File: src/rtl/ehl_buffer_wr_arbiter_pkg.sv
// Shared constants and helpers for the buffer write-port arbiter and its round-robin core.
package ehl_buffer_wr_arbiter_pkg;

  localparam int unsigned STALL_CNT_W = 8;
  localparam logic [STALL_CNT_W-1:0] STALL_CNT_MAX = '1;

  // The source tag occupies the MSBs of buf_data, directly above the payload.
  function automatic int unsigned id_tag_lsb(int unsigned data_width);
    return data_width;
  endfunction

  function automatic int unsigned wrap_inc(int unsigned val, int unsigned n);
    return (val + 1 >= n) ? 0 : val + 1;
  endfunction

endpackage

File: src/rtl/ehl_buffer_wr_arbiter_rr_arbiter.sv
// Round-robin arbiter core: combinational search from rr_ptr with wrap, owns the pointer.
module ehl_rr_arbiter
  import ehl_buffer_wr_arbiter_pkg::*;
#(
  parameter int unsigned N    = 4,
  parameter int unsigned PtrW = $clog2(N)
) (
  input  logic            clk,
  input  logic            reset_n,
  input  logic [N-1:0]    req,
  input  logic            advance,
  output logic [N-1:0]    grant,
  output logic [PtrW-1:0] grant_idx
);

  logic [PtrW-1:0] ptr_q;
  logic [PtrW:0]   cand;
  logic            found;

  always_comb begin
    grant     = '0;
    grant_idx = ptr_q;
    found     = 1'b0;
    cand      = '0;
    for (int k = 0; k < N; k++) begin
      cand = {1'b0, ptr_q} + (PtrW+1)'(k);
      if (cand >= (PtrW+1)'(N)) cand = cand - (PtrW+1)'(N);
      if (!found && req[cand[PtrW-1:0]]) begin
        found                   = 1'b1;
        grant[cand[PtrW-1:0]]   = 1'b1;
        grant_idx               = cand[PtrW-1:0];
      end
    end
  end

  // Pointer only moves past a served requester, so a stalled grantee keeps priority.
  always_ff @(posedge clk or negedge reset_n) begin
    if (!reset_n) begin
      ptr_q <= '0;
    end else if (advance) begin
      ptr_q <= PtrW'(wrap_inc(32'(grant_idx), N));
    end
  end

endmodule

File: src/rtl/ehl_buffer_wr_arbiter.sv
// Round-robin sharing of one buffer write port among N_REQ valid/ready requesters.
// Optional burst locking on req_last is enabled with `define EHL_BUF_ARB_LOCK_EN.
module ehl_buffer_wr_arbiter
  import ehl_buffer_wr_arbiter_pkg::*;
#(
  parameter int unsigned N_REQ      = 4,
  parameter int unsigned DATA_WIDTH = 16,
  parameter int unsigned ID_WIDTH   = 2
) (
  input  logic                           clk,
  input  logic                           reset_n,
  input  logic [N_REQ-1:0]               req_valid,
  input  logic [N_REQ-1:0]               req_last,
  input  logic [N_REQ*DATA_WIDTH-1:0]    req_data,
  output logic [N_REQ-1:0]               req_ready,
  input  logic                           buf_full,
  output logic                           buf_wr,
  output logic [DATA_WIDTH+ID_WIDTH-1:0] buf_data,
  output logic [ID_WIDTH-1:0]            grant_id,
  input  logic                           clear_err,
  output logic [N_REQ-1:0]               protocol_err,
  output logic [STALL_CNT_W-1:0]         stall_cnt
);

  localparam int unsigned PtrW  = $clog2(N_REQ);
  localparam int unsigned IdLsb = id_tag_lsb(DATA_WIDTH);

  if (N_REQ > 2**ID_WIDTH) begin : g_id_width_check
    $error("ehl_buffer_wr_arbiter: N_REQ exceeds 2**ID_WIDTH");
  end

  logic [N_REQ-1:0]       eligible;
  logic [N_REQ-1:0]       grant;
  logic [PtrW-1:0]        grant_idx;
  logic                   accept;
  logic [N_REQ-1:0]       pending_q, pending_d;
  logic [N_REQ-1:0]       err_q, err_d;
  logic [N_REQ-1:0]       violation;
  logic [STALL_CNT_W-1:0] stall_q, stall_d;

`ifdef EHL_BUF_ARB_LOCK_EN
  logic            lock_q, lock_d;
  logic [PtrW-1:0] locked_id_q, locked_id_d;

  // While a burst is open only its owner is eligible, even if it drops valid.
  always_comb begin
    eligible = req_valid;
    if (lock_q) eligible = req_valid & (N_REQ'(1) << locked_id_q);
  end

  always_comb begin
    lock_d      = lock_q;
    locked_id_d = locked_id_q;
    if (accept) begin
      lock_d      = !req_last[grant_idx];
      locked_id_d = grant_idx;
    end
  end

  always_ff @(posedge clk or negedge reset_n) begin
    if (!reset_n) begin
      lock_q      <= 1'b0;
      locked_id_q <= '0;
    end else begin
      lock_q      <= lock_d;
      locked_id_q <= locked_id_d;
    end
  end
`else
  logic unused_last;
  assign unused_last = ^req_last;
  assign eligible    = req_valid;
`endif

  ehl_rr_arbiter #(
    .N    (N_REQ),
    .PtrW (PtrW)
  ) u_rr_arbiter (
    .clk       (clk),
    .reset_n   (reset_n),
    .req       (eligible),
    .advance   (accept),
    .grant     (grant),
    .grant_idx (grant_idx)
  );

  // Full blocks every write, even when the buffer is being read this cycle.
  assign accept = reset_n & (|grant) & ~buf_full;

  always_comb begin
    req_ready = '0;
    buf_wr    = 1'b0;
    buf_data  = '0;
    grant_id  = '0;
    if (reset_n) begin
      grant_id = ID_WIDTH'(grant_idx);
      if (accept) begin
        req_ready                       = grant;
        buf_wr                          = 1'b1;
        buf_data[IdLsb +: ID_WIDTH]     = ID_WIDTH'(grant_idx);
        buf_data[DATA_WIDTH-1:0]        = req_data[grant_idx*DATA_WIDTH +: DATA_WIDTH];
      end
    end
  end

  // A requester left waiting must keep valid up until it is served.
  assign violation = pending_q & ~req_valid;

  always_comb begin
    pending_d = req_valid & ~req_ready;
    err_d     = clear_err ? violation : (err_q | violation);
    stall_d   = stall_q;
    if (clear_err) begin
      stall_d = '0;
    end else if ((|req_valid) && buf_full && (stall_q != STALL_CNT_MAX)) begin
      stall_d = stall_q + 1'b1;
    end
  end

  always_ff @(posedge clk or negedge reset_n) begin
    if (!reset_n) begin
      pending_q <= '0;
      err_q     <= '0;
      stall_q   <= '0;
    end else begin
      pending_q <= pending_d;
      err_q     <= err_d;
      stall_q   <= stall_d;
    end
  end

  assign protocol_err = err_q;
  assign stall_cnt    = stall_q;

endmodule
File: config.mk
export PLATFORM = sky130hd
export DESIGN_NAME = ehl_buffer_wr_arbiter
export DESIGN_NICKNAME = d
export VERILOG_FILES = /design/src/rtl/ehl_buffer_wr_arbiter_pkg.sv /design/src/rtl/ehl_buffer_wr_arbiter_rr_arbiter.sv /design/src/rtl/ehl_buffer_wr_arbiter.sv
export SDC_FILE = /design/constraint.sdc
export NUM_CORES = 1
export LEC_CHECK = 0
export ABC_AREA = 1
export CAP_MARGIN = 10
export CORE_MARGIN = 2
export CORE_UTILIZATION = 39
export CTS_CLUSTER_DIAMETER = 150
export DETAILED_ROUTE_END_ITERATION = 10
export PLACE_DENSITY = 0.81
export SLEW_MARGIN = 20
export SYNTH_ARGS = -nofsm -noshare
export SYNTH_HDL_FRONTEND = slang
export SYNTH_HIERARCHICAL = 1
export SYNTH_SLANG_ARGS = --single-unit
File: constraint.sdc
create_clock -name clk -period 3.22 [get_ports clk]
set_input_delay 0.644 -clock clk [delete_from_list [all_inputs] [get_ports clk]]
set_output_delay 0.644 -clock clk [all_outputs]
set_load 0.05 [all_outputs]
-- Word level (Yosys, flattened, before mapping)
Cells that the tools add are included.
- add/sub/neg operators: 9
- $lt $le $gt $ge: 13
- eq/ne operators: 1
- shift-type cells: 1
- mux-type cells: 42
- bitwise gates (word level): 11
- reductions and logical operators: 15
- operators by type and width (operator ; count):
    64-bit by 7-bit variable part select with 16-bit output ; 1
    18-bit 2-to-1 mux ; 2
    4-bit 2-to-1 mux ; 7
    2-bit 2-to-1 mux ; 10
    8-bit 2-to-1 mux ; 2
    4-bit OR ; 4
    1-bit 2-to-1 mux ; 13
    3-bit >= comparator, second input constant ; 4
    2-bit by 3-bit < comparator with 1-bit output, second input constant ; 4
    1-bit logical AND ; 9
    8-bit by 1-bit adder with 8-bit output, second input constant ; 1
    4-bit bitwise AND ; 2
    1-bit binary-select mux with 2-bit select ; 4
    1-bit demux with 2-bit select ; 4
    2-bit by 1-bit >= comparator with 1-bit output, second input constant ; 4
    8-bit inequality test, second input constant ; 1
    4-bit inverter ; 2
    4-bit OR reduction ; 2
    2-bit by 1-bit subtractor with 2-bit output, second input constant ; 4
    2-bit by 1-bit adder with 3-bit output, second input constant ; 2
    2-bit by 2-bit adder with 3-bit output, second input constant ; 2
    2-bit by 3-bit >= comparator with 1-bit output, second input constant ; 1
    1-bit logical NOT ; 3
    1-bit bitwise AND ; 2
    2 further kinds ; 2
- register bits after elaboration: 18
- input port bits: 76
- output and inout bits: 37

-- Logic depth before layout (Yosys ltp)
Gate-level depths: netlist of run 1.
- word-level depth: 21
- gate-level depth with buffers: 18
- depth with buffers taken out: 17

-- By module
Netlist of run 1, hierarchy kept.
- by module, submodules not included (module ; times used ; cells an instance ; area each (um^2) ; seq. area each (um^2)):
    ehl_buffer_wr_arbiter ; 1 ; 255 ; 1458.9 ; 400.4
    ehl_rr_arbiter ; 1 ; 92 ; 565.5 ; 50.0

-- Worst setup path before layout of run 1
OpenSTA, ideal clock, no wires.
- kind: register -> output
- start: register u_rr_arbiter.ptr_q[0]
- end: output port buf_data[10]
- data arrival time: 2.921 ns
- data required time: 2.576 ns
- setup slack: -0.345 ns
- cell stages (with the launch flop): 17
- cell sequence: dfrtp_1 > buf_6 > inv_6 > ha_1 > inv_1 > nand3_1 > nand2_1 > nand2_2 > nand2_1 > nand3_1 > a21oi_1 > buf_4 > inv_2 > buf_2 > nor2_1 > o21ai_1 > a21oi_1
- elaborated cells on any way between the ends: 69
- RTL lines (item ; RTL line ; source):
    start: declaration ; ehl_buffer_wr_arbiter_rr_arbiter.sv:16 ; logic [PtrW-1:0] ptr_q;
    start signal: assignment ; ehl_buffer_wr_arbiter_rr_arbiter.sv:41 ; ptr_q <= PtrW'(wrap_inc(32'(grant_idx), N));
    parallel branches: the longest is 13 deep, another holds 2-bit by 1-bit adder with 3-bit output ; -- ;
    2-bit 2-to-1 mux * ; ehl_buffer_wr_arbiter_rr_arbiter.sv:28 ; if (!found && req[cand[PtrW-1:0]]) begin
    named net grant_idx[1] ; ehl_buffer_wr_arbiter.sv:34 ; logic [PtrW-1:0] grant_idx;
    64-bit by 7-bit variable part select with 16-bit output * ; ehl_buffer_wr_arbiter.sv:101 ; buf_data[DATA_WIDTH-1:0] = req_data[grant_idx*DATA_WIDTH +: DATA_WIDTH];
    18-bit 2-to-1 mux * ; ehl_buffer_wr_arbiter.sv:97 ; if (accept) begin
    18-bit 2-to-1 mux * ; ehl_buffer_wr_arbiter.sv:95 ; if (reset_n) begin
    end: declaration ; ehl_buffer_wr_arbiter.sv:18 ; output logic [DATA_WIDTH+ID_WIDTH-1:0] buf_data,
Mark *: on every way through the listed nets, which the timed path passes. The select of a mux whose other input is x is not followed.

-- Worst setup path in the final report of run 1
- start: register u_rr_arbiter.ptr_q[0]
- end: output port buf_data[5]
- longest elaborated chain between the ends: 19
- elaborated cells on any way between the ends: 69
- ends and longest elaborated chain (item ; RTL line):
    parallel branches: the longest is 17 deep, another holds 2-bit by 1-bit adder with 3-bit output ; --
    18-bit 2-to-1 mux * ; ehl_buffer_wr_arbiter.sv:97
    18-bit 2-to-1 mux * ; ehl_buffer_wr_arbiter.sv:95
Mark *: on every way between the ends. The select of a mux whose other input is x is not followed.

==> out/qor.yml, run 1 <==
outcome:
  outcome: "finished, violations left"
  violations: "negative setup slack"
floorplanning:
  ios: 113
  die_y_um: 76.0
  core-area_mm2: 0.00504
  row_count: 26
  die_w_um: 76.0
  die_area_mm2: 0.00578
  initial_core_util: 0.401
detailed_routing:
  drc: 0
  vias: 3087
  drtIter0Drc: 173
  drt_pass1_iterations: 5
  wl_per_cell_um: 17.6
  via_per_inst: 5.48
  wl_um: 9890
  ant_nets: 0
final_layout:
  synthToLayoutAreaGrowth_pct: 110
  fillCellCount: 270
  drive_above_1_share: 0.367
  nets: 578
  diodes: 0
setup_path:
  slowest_delay_ns: 0.42
  crit_fanout: 5
  crit_top_cell: "nand2_1"
  cp_cell_sequence: "clkinv_4 -> ha_4 -> inv_4 -> nand3_1 -> nand2_1 -> nand2_2 -> inv_1 -> nand2_1 -> nand2_1 -> nand2_2 -> clkinvlp_4 -> buf_4 -> nor2_1 -> nor2_1 -> o21ai_1 -> a21oi_4 -> buf_12"
  slowest_stage: "dfrtp_2"
  crit_type: "reg2out"
  crit_required_ns: 2.58
  arrival_ns: 2.77
  endpoint_kind: "output pin"
  crit_buf_inv: 6
  cp-start-kind: "register"
  cp_top_family: "simple AND/OR/NAND/NOR gates"
sta:
  slew_headroom: 0.669
  holdWs_ns: 0.495
  fin_ws_ns: -0.198
  fin_skew_ns: 0.00367
  slew_viol_final: 0
  finalSetupViolCount: 21
  hold_viol_final: 0
  max_freq_mhz: 293
  rsz0062_at_grt: "true"
  finalCriticalPeriod_ns: 3.42
  period_share: 1.06
  worstMarginPinSlew_ns: 0.496
clocking:
  cts_buffer_depth: 2
  cts_root_buffer: "clkbuf_8"
  path_clk_slew_ns: 0.07
  clock-sinks: 18
  ctsHoldBuffers: 0
  clock_latency_ns: 0.26
  cts.htree.levels: 1
  tritoncts: "done"
  cts_buffers: 3
place:
  hpwl_um: 5820
  port_buffers: 108
  globalplace.congestion: 0.938
synth:
  synth_fp_nets: 431
  synth_area_per_cell_um2: 5.83
  postSynthCellCount: 347
  ys_ff_latch: 18
  synth_area_mm2: 0.00202
  yosysWarnings: 6
  seq_area_frac_synth: 0.222
  ys_types: 26
  synth_top_area_frac: 0.222
  synth_area_leaders: "dfrtp_1 22%, nor2_1 15%, nand2_1 12%, nand3_1 8.4%, inv_1 6.9%"
  synth_top_cell_by_area: "dfrtp_1"
grt:
  grt_max_degree: 22
  grt_pass1_wl_um: 12900
  track_usage: 0.268
  grt-ovfl-total: 0
  grt_pass1_vias: 2711
  antenna_found_initial: 0
min_path:
  min_path_type: "reg2reg"
flow_run:
  cap_violations: 0
[metrics by stage]
stage | setup WS [ns] | instances | setup TNS, ns | instance area, µm² | util
global route | -0.349 | 563 | -4.27 | 4250 | 0.843
CTS | 0.0156 | 559 | 0 | 4030 | 0.800
floorplan | -0.0928 | 347 | -0.278 | 2150 | -
finish | -0.198 | 563 | -1.40 | 4250 | 0.843
detailed placement | -0.371 | 549 | -7.01 | 3780 | 0.749
global placement | -0.323 | 549 | -6.02 | 3780 | 0.749
[final cells by class]
| class | instances | area [µm²] | area share |
|---|---|---|---|
| clock buffer | 4 | 55.1 | 0.0129 |
| inverter | 43 | 181 | 0.0427 |
| multi-input combinational | 272 | 1710 | 0.402 |
| sequential | 18 | 452 | 0.106 |
| tap | 70 | 87.6 | 0.0206 |
| timing repair buffer | 155 | 1760 | 0.413 |
| timing repair inverter | 1 | 7.51 | 0.00177 |
[cell usage after synthesis, drive strengths merged]
cell,number
o22ai,2
nand3b,3
inv,43
o21bai,1
ha,8
o21ai,43
clkbuf,2
nor2,83
nand2,73
nand3,36
buf,12
xnor2,1
nand4,1
dfrtp,18
a21oi,21
[placed cells by master (no fill, tap or decap), types with 11 or more instances in the layout]
master	count
buf_12	26
o21ai_1	17
nand2_2	13
dfrtp_1	17
inv_1	27
nor2_2	15
clkdlybuf4s50_1	79
inv_2	11
a21oi_4	16
buf_4	36
nand3_1	31
o21ai_2	19
nor2_1	63
nand2_1	55
[kinds of logic after synthesis]
group	Yosys count	share of synthesized area
simple gates	196	0.431
compound gates	67	0.168
buf+inv	57	0.125
flops	18	0.222
fa+ha+maj	8	0.0494
xor+xnor	1	0.00433
[what timing repair did]
action	in CTS	in global routing
cloned	3	2
setup endpoints to repair	24	22
hold endpoints to repair	0	0
pin swaps	10	20
gates resized for setup	47	70
buffers inserted	3	2
[metal layers]
metal | vias to the layer above | share of wire | routed length, µm | track usage
met4 | 0 | 0.038 | 380 | 0.0527
met2 | 159 | 0.55 | 5430 | 0.529
li1 | 1412 | - | - | -
met1 | 1473 | 0.36 | 3530 | 0.310
met3 | 43 | 0.056 | 554 | 0.0308
met5 | - | 0 | 0 | 0
[worst paths after layout]
check,startpoint,endpoint,slack (ns),cells past startpoint
max in group asynchronous,reset_n,u_rr_arbiter/ptr_q[0],2.12,2
min in group asynchronous,reset_n,stall_cnt[2],0.87,2
worst min register to register,pending_q[2],protocol_err[2],0.50,2
worst max register to register,u_rr_arbiter/ptr_q[0],u_rr_arbiter/ptr_q[0],0.48,17
worst max-delay path,u_rr_arbiter/ptr_q[0],buf_data[5],-0.20,17
worst min-delay path,pending_q[2],protocol_err[2],0.50,2
[state kept, by name, indices dropped and copies added, names as in the netlist]
signal and flops:
pending_q 4, stall_cnt 8, u_rr_arbiter/ptr_q 2, protocol_err 4
[worst min-delay path, stage by stage (launching register included)]
cell	delay [ns]
dfrtp_1	0.36
inv_1	0.04
o21ai_0	0.06
Power of run 1 is not shown: default switching activity piles up to over one toggle a cycle in this logic, so the estimate is an artifact.
==> run 2, diff against run 1 <==
CORE_UTILIZATION = 41   (was 39)
PLACE_DENSITY = 0.82   (was 0.81)
SYNTH_HIERARCHICAL = unset   (was 1)
==> run 2 against run 1 <==
- the run now ends clean
- via count is 7.2% lower
- worst setup slack better by 0.30 ns
- clock-buffer cell count stayed put
- first-iteration DRC count is 43% lower
- synthesized cell count is 0.86% higher
- critical endpoint is now buf_data[10]
==> out/qor.yml, run 2 <==
sta:
  finalCriticalPeriod_ns: 3.12  # was 3.42 ns
  finalSetupViolCount: 0  # was 21
  fin_skew_ns: 0.00392  # was 0.00367 ns
  slew_viol_final: 0  # unchanged
  max_freq_mhz: 321  # was 293 MHz
  fin_ws_ns: 0.101  # was -0.198 ns
  holdWs_ns: 0.488  # was 0.495 ns
  rsz0062_at_grt: "true"  # unchanged
  hold_viol_final: 0  # unchanged
  worstMarginPinSlew_ns: 0.618  # was 0.496 ns
  slew_headroom: 0.583  # was 0.669
  period_share: 0.969  # was 1.06
final_layout:
  fillCellCount: 358  # was 270
  design_area_mm2: 0.00412  # was 0.00425 mm²
  utilization: 0.758  # was 0.843
  largest_reg_flops: 8  # unchanged
  drive_above_1_share: 0.271  # was 0.367
  final_cell_mix: "117 x nand2_1, 79 x clkdlybuf4s50_1, 43 x nand3_1"  # was 79 x clkdlybuf4s50_1, 63 x nor2_1, 55 x nand2_1
  nets: 574  # was 578
  final_common_cell: "nand2_1"  # was clkdlybuf4s50_1
  diodes: 0  # unchanged
  synthToLayoutAreaGrowth_pct: 81.5  # was 110%
detailed_routing:
  ant_nets: 0  # unchanged
  drc: 0  # unchanged
  drtIter0Drc: 99  # was 173
  wl_per_cell_um: 14.1  # was 17.6 µm
  drt_pass1_iterations: 5  # unchanged
  via_per_inst: 5.10  # was 5.48
  wl_um: 7910  # was 9890 µm
  vias: 2866  # was 3087
setup_path:
  endpoint_kind: "output pin"  # unchanged
  cp-start-kind: "register"  # unchanged
  crit_type: "reg2out"  # unchanged
  arrival_ns: 2.47  # was 2.77 ns
  rr_worst_depth: 16  # was 17
  regToRegEndpoint: "u_rr_arbiter.ptr_q[1]"  # was u_rr_arbiter/ptr_q[0]
  regToRegSetupSlack_ns: 1.04  # was 0.48 ns
  crit_fanout: 7  # was 5
  regToRegStartpoint: "u_rr_arbiter.ptr_q[1]"  # was u_rr_arbiter/ptr_q[0]
  crit_required_ns: 2.58  # about the same
pwr:
  power_density_mw_per_mm2: 1200
  p_total_mw: 4.94
  max-vdd-ir-drop_v: 0.000664
  power.leakage_nw: 1.93
min_path:
  min_path_type: "reg2reg"  # unchanged
  holdPathStages: 1  # was 2
  hold_path_end: "protocol_err[0]"  # was protocol_err[2]
  hold_start: "pending_q[0]"  # was pending_q[2]
synth:
  async_flop_share: 1.00  # unchanged
  synth_area_mm2: 0.00227  # was 0.00202 mm²
  netlist_top_cells_count: "122 x nand2_1, 43 x nand3_1, 42 x inv_1"  # was 79 x nor2_1, 63 x nand2_1, 37 x inv_1
  muxShareOfSynthArea: 0  # unchanged
  synth_top_area_frac: 0.202  # was 0.222
  yosysWarnings: 0  # was 6
  yosys.area_share.simple: 0.509  # was 0.431
  synth_fp_nets: 433  # was 431
  synth_area_per_cell_um2: 6.49  # was 5.83 µm²
  postSynthCellCount: 350  # was 347
  ys_ff_latch: 18  # unchanged
  synth_xor_area_frac: 0  # was 0.00433
  synth_compound_area_frac: 0.123  # was 0.168
  seq_area_frac_synth: 0.198  # was 0.222
  synth_area_leaders: "nand2_1 20%, dfrtp_1 20%, nand3_1 9.5%, inv_1 6.9%, a21oi_2 6.6%"  # was dfrtp_1 22%, nor2_1 15%, nand2_1 12%, nand3_1 8.4%, inv_1 6.9%
  synthFlopType: "dfrtp_1"  # unchanged
  ys_types: 29  # was 26
  synth-adder-area-share: 0.0385  # was 0.0494
  synth_top_family_by_area: "simple AND/OR/NAND/NOR gates"  # unchanged
  yosysMostFrequentCell: "nand2_1"  # was nor2_1
  synth_top_cell_by_area: "nand2_1"  # was dfrtp_1
  synth-edff-count: 0  # unchanged
clocking:
  cts.htree.levels: 1  # unchanged
  cts_root_buffer: "clkbuf_8"  # unchanged
  cts_buffers: 3  # unchanged
  cts_buffer_depth: 2  # unchanged
  clock-sinks: 18  # unchanged
  path_clk_slew_ns: 0.07  # about the same
  ctsHoldBuffers: 0  # unchanged
  clock_latency_ns: 0.26  # about the same
  tritoncts: "done"  # unchanged
place:
  hpwl_um: 6030  # was 5820 µm
  place_area_mm2: 0.00390  # was 0.00378 mm²
  port_buffers: 108  # unchanged
  globalplace.congestion: 0.928  # was 0.938
  dp_slack_ns: -0.216  # was -0.371 ns
grt:
  antenna_found_initial: 0  # unchanged
  grt-ovfl-total: 0  # unchanged
  grt_pass1_vias: 2709  # was 2711
  grt_max_degree: 19  # was 22
  track_usage: 0.251  # was 0.268
  grt_pass1_wl_um: 12700  # was 12900 µm
floorplanning:
  die_y_um: 78.4  # was 76.0 µm
  die_area_mm2: 0.00615  # was 0.00578 mm²
  core-area_mm2: 0.00544  # was 0.00504 mm²
  row_count: 27  # was 26
  initial_core_util: 0.418  # was 0.401
  ios: 113  # unchanged
  die_w_um: 78.4  # was 76.0 µm
flow_run:
  cap_violations: 0  # unchanged
outcome:
  outcome: "complete, no violations"  # was finished, violations left
run 2: cell types whose count changed in the layout (fill, tap and decap cells not counted), moves of 6 or more:
cell / before / now
a21oi_2: 3 / 12
a21oi_4: 16 / 6
inv_1: 27 / 38
inv_2: 11 / 5
nand2_1: 55 / 117
nand3_1: 31 / 43
nand3b_1: 3 / 16
nor2_1: 63 / 12
nor2_2: 15 / 7
o21ai_1: 17 / 0
o21ai_2: 19 / 0
run 2: critical path, cell delays in order, from the launching register on:
cell and delay, ns:
dfrtp_1 0.42, inv_4 0.05, ha_4 0.31, nand3_1 0.10
nand2_2 0.14, nand3_4 0.11, nor2_8 0.17, nand2_2 0.08
nand2_2 0.13, nor2_4 0.06, nand2_4 0.09, nand2_8 0.08
buf_12 0.15, a21oi_2 0.17, buf_12 0.16
run 2: worst max path at each step:
stage / start / end / slack (ns)
5_1_grt: u_rr_arbiter.ptr_q[1] / buf_data[9] / -0.0003
6_report: u_rr_arbiter.ptr_q[1] / buf_data[10] / 0.10
3_5_place_dp: req_valid[3] / buf_data[4] / -0.22
4_1_cts: req_valid[0] / buf_data[16] / 0.007
2_1_floorplan: u_rr_arbiter.ptr_q[1] / buf_data[10] / 0.03
3_3_place_gp: req_valid[3] / buf_data[10] / -0.14
run 2: cell families (layout without fill, tap and decap cells):
kind of cell	count (synthesis)	after routing
flops	18	18
fa+ha+maj	7	7
buf+inv	59	198
compound gates	38	38
simple gates	228	229
run 2: per-stage QoR:
stage	setup TNS, ns	std cells
after floorplan	0	350
after global placement	-2.69	553
after detailed placement	-4.09	553
after CTS	0	560
after global routing	-0.000286	562
final	0	562
run 2: timing repair:
| item | 4_1_cts | 5_1_grt |
|---|---|---|
| pin swaps | 3 | 9 |
| gates cloned | 1 | 1 |
| endpoints found under the hold margin | 0 | 0 |
| setup buffers | 2 | 1 |
| setup endpoints to repair | 24 | 21 |
| gates resized for setup | 24 | 12 |
run 2: power breakdown:
part / internal [mW] / switching (mW)
registers: 0.257 / 0.0238
clock network: 0.109 / 0.0757
logic: 1.83 / 2.65
run 2: area by class of cell:
cell class / instances / area (µm²) / share of cell area
Inverter: 47 / 191 / 0.0464
Multi-Input combinational cell: 274 / 1630 / 0.396
Clock buffer: 4 / 55.1 / 0.0133
Tap cell: 72 / 90.1 / 0.0218
Timing Repair Buffer: 147 / 1700 / 0.413
Sequential cell: 18 / 450 / 0.109
run 2: layer usage:
| layer | vias to the layer above | track usage | routed length [µm] |
|---|---|---|---|
| met5 | - | 0 | 0 |
| li1 | 1406 | - | - |
| met2 | 112 | 0.469 | 4070 |
| met4 | 0 | 0.0439 | 70 |
| met3 | 10 | 0.0345 | 505 |
| met1 | 1338 | 0.309 | 3260 |
Power figures use the tool's default switching activity.
==> run 3, diff against run 2 <==
CAP_MARGIN = 25   (was 10)
CTS_CLUSTER_DIAMETER = unset   (was 150)
==> results of run 3 <==
Same layout as run 2: the final DEF is identical, and so are final timing and power.
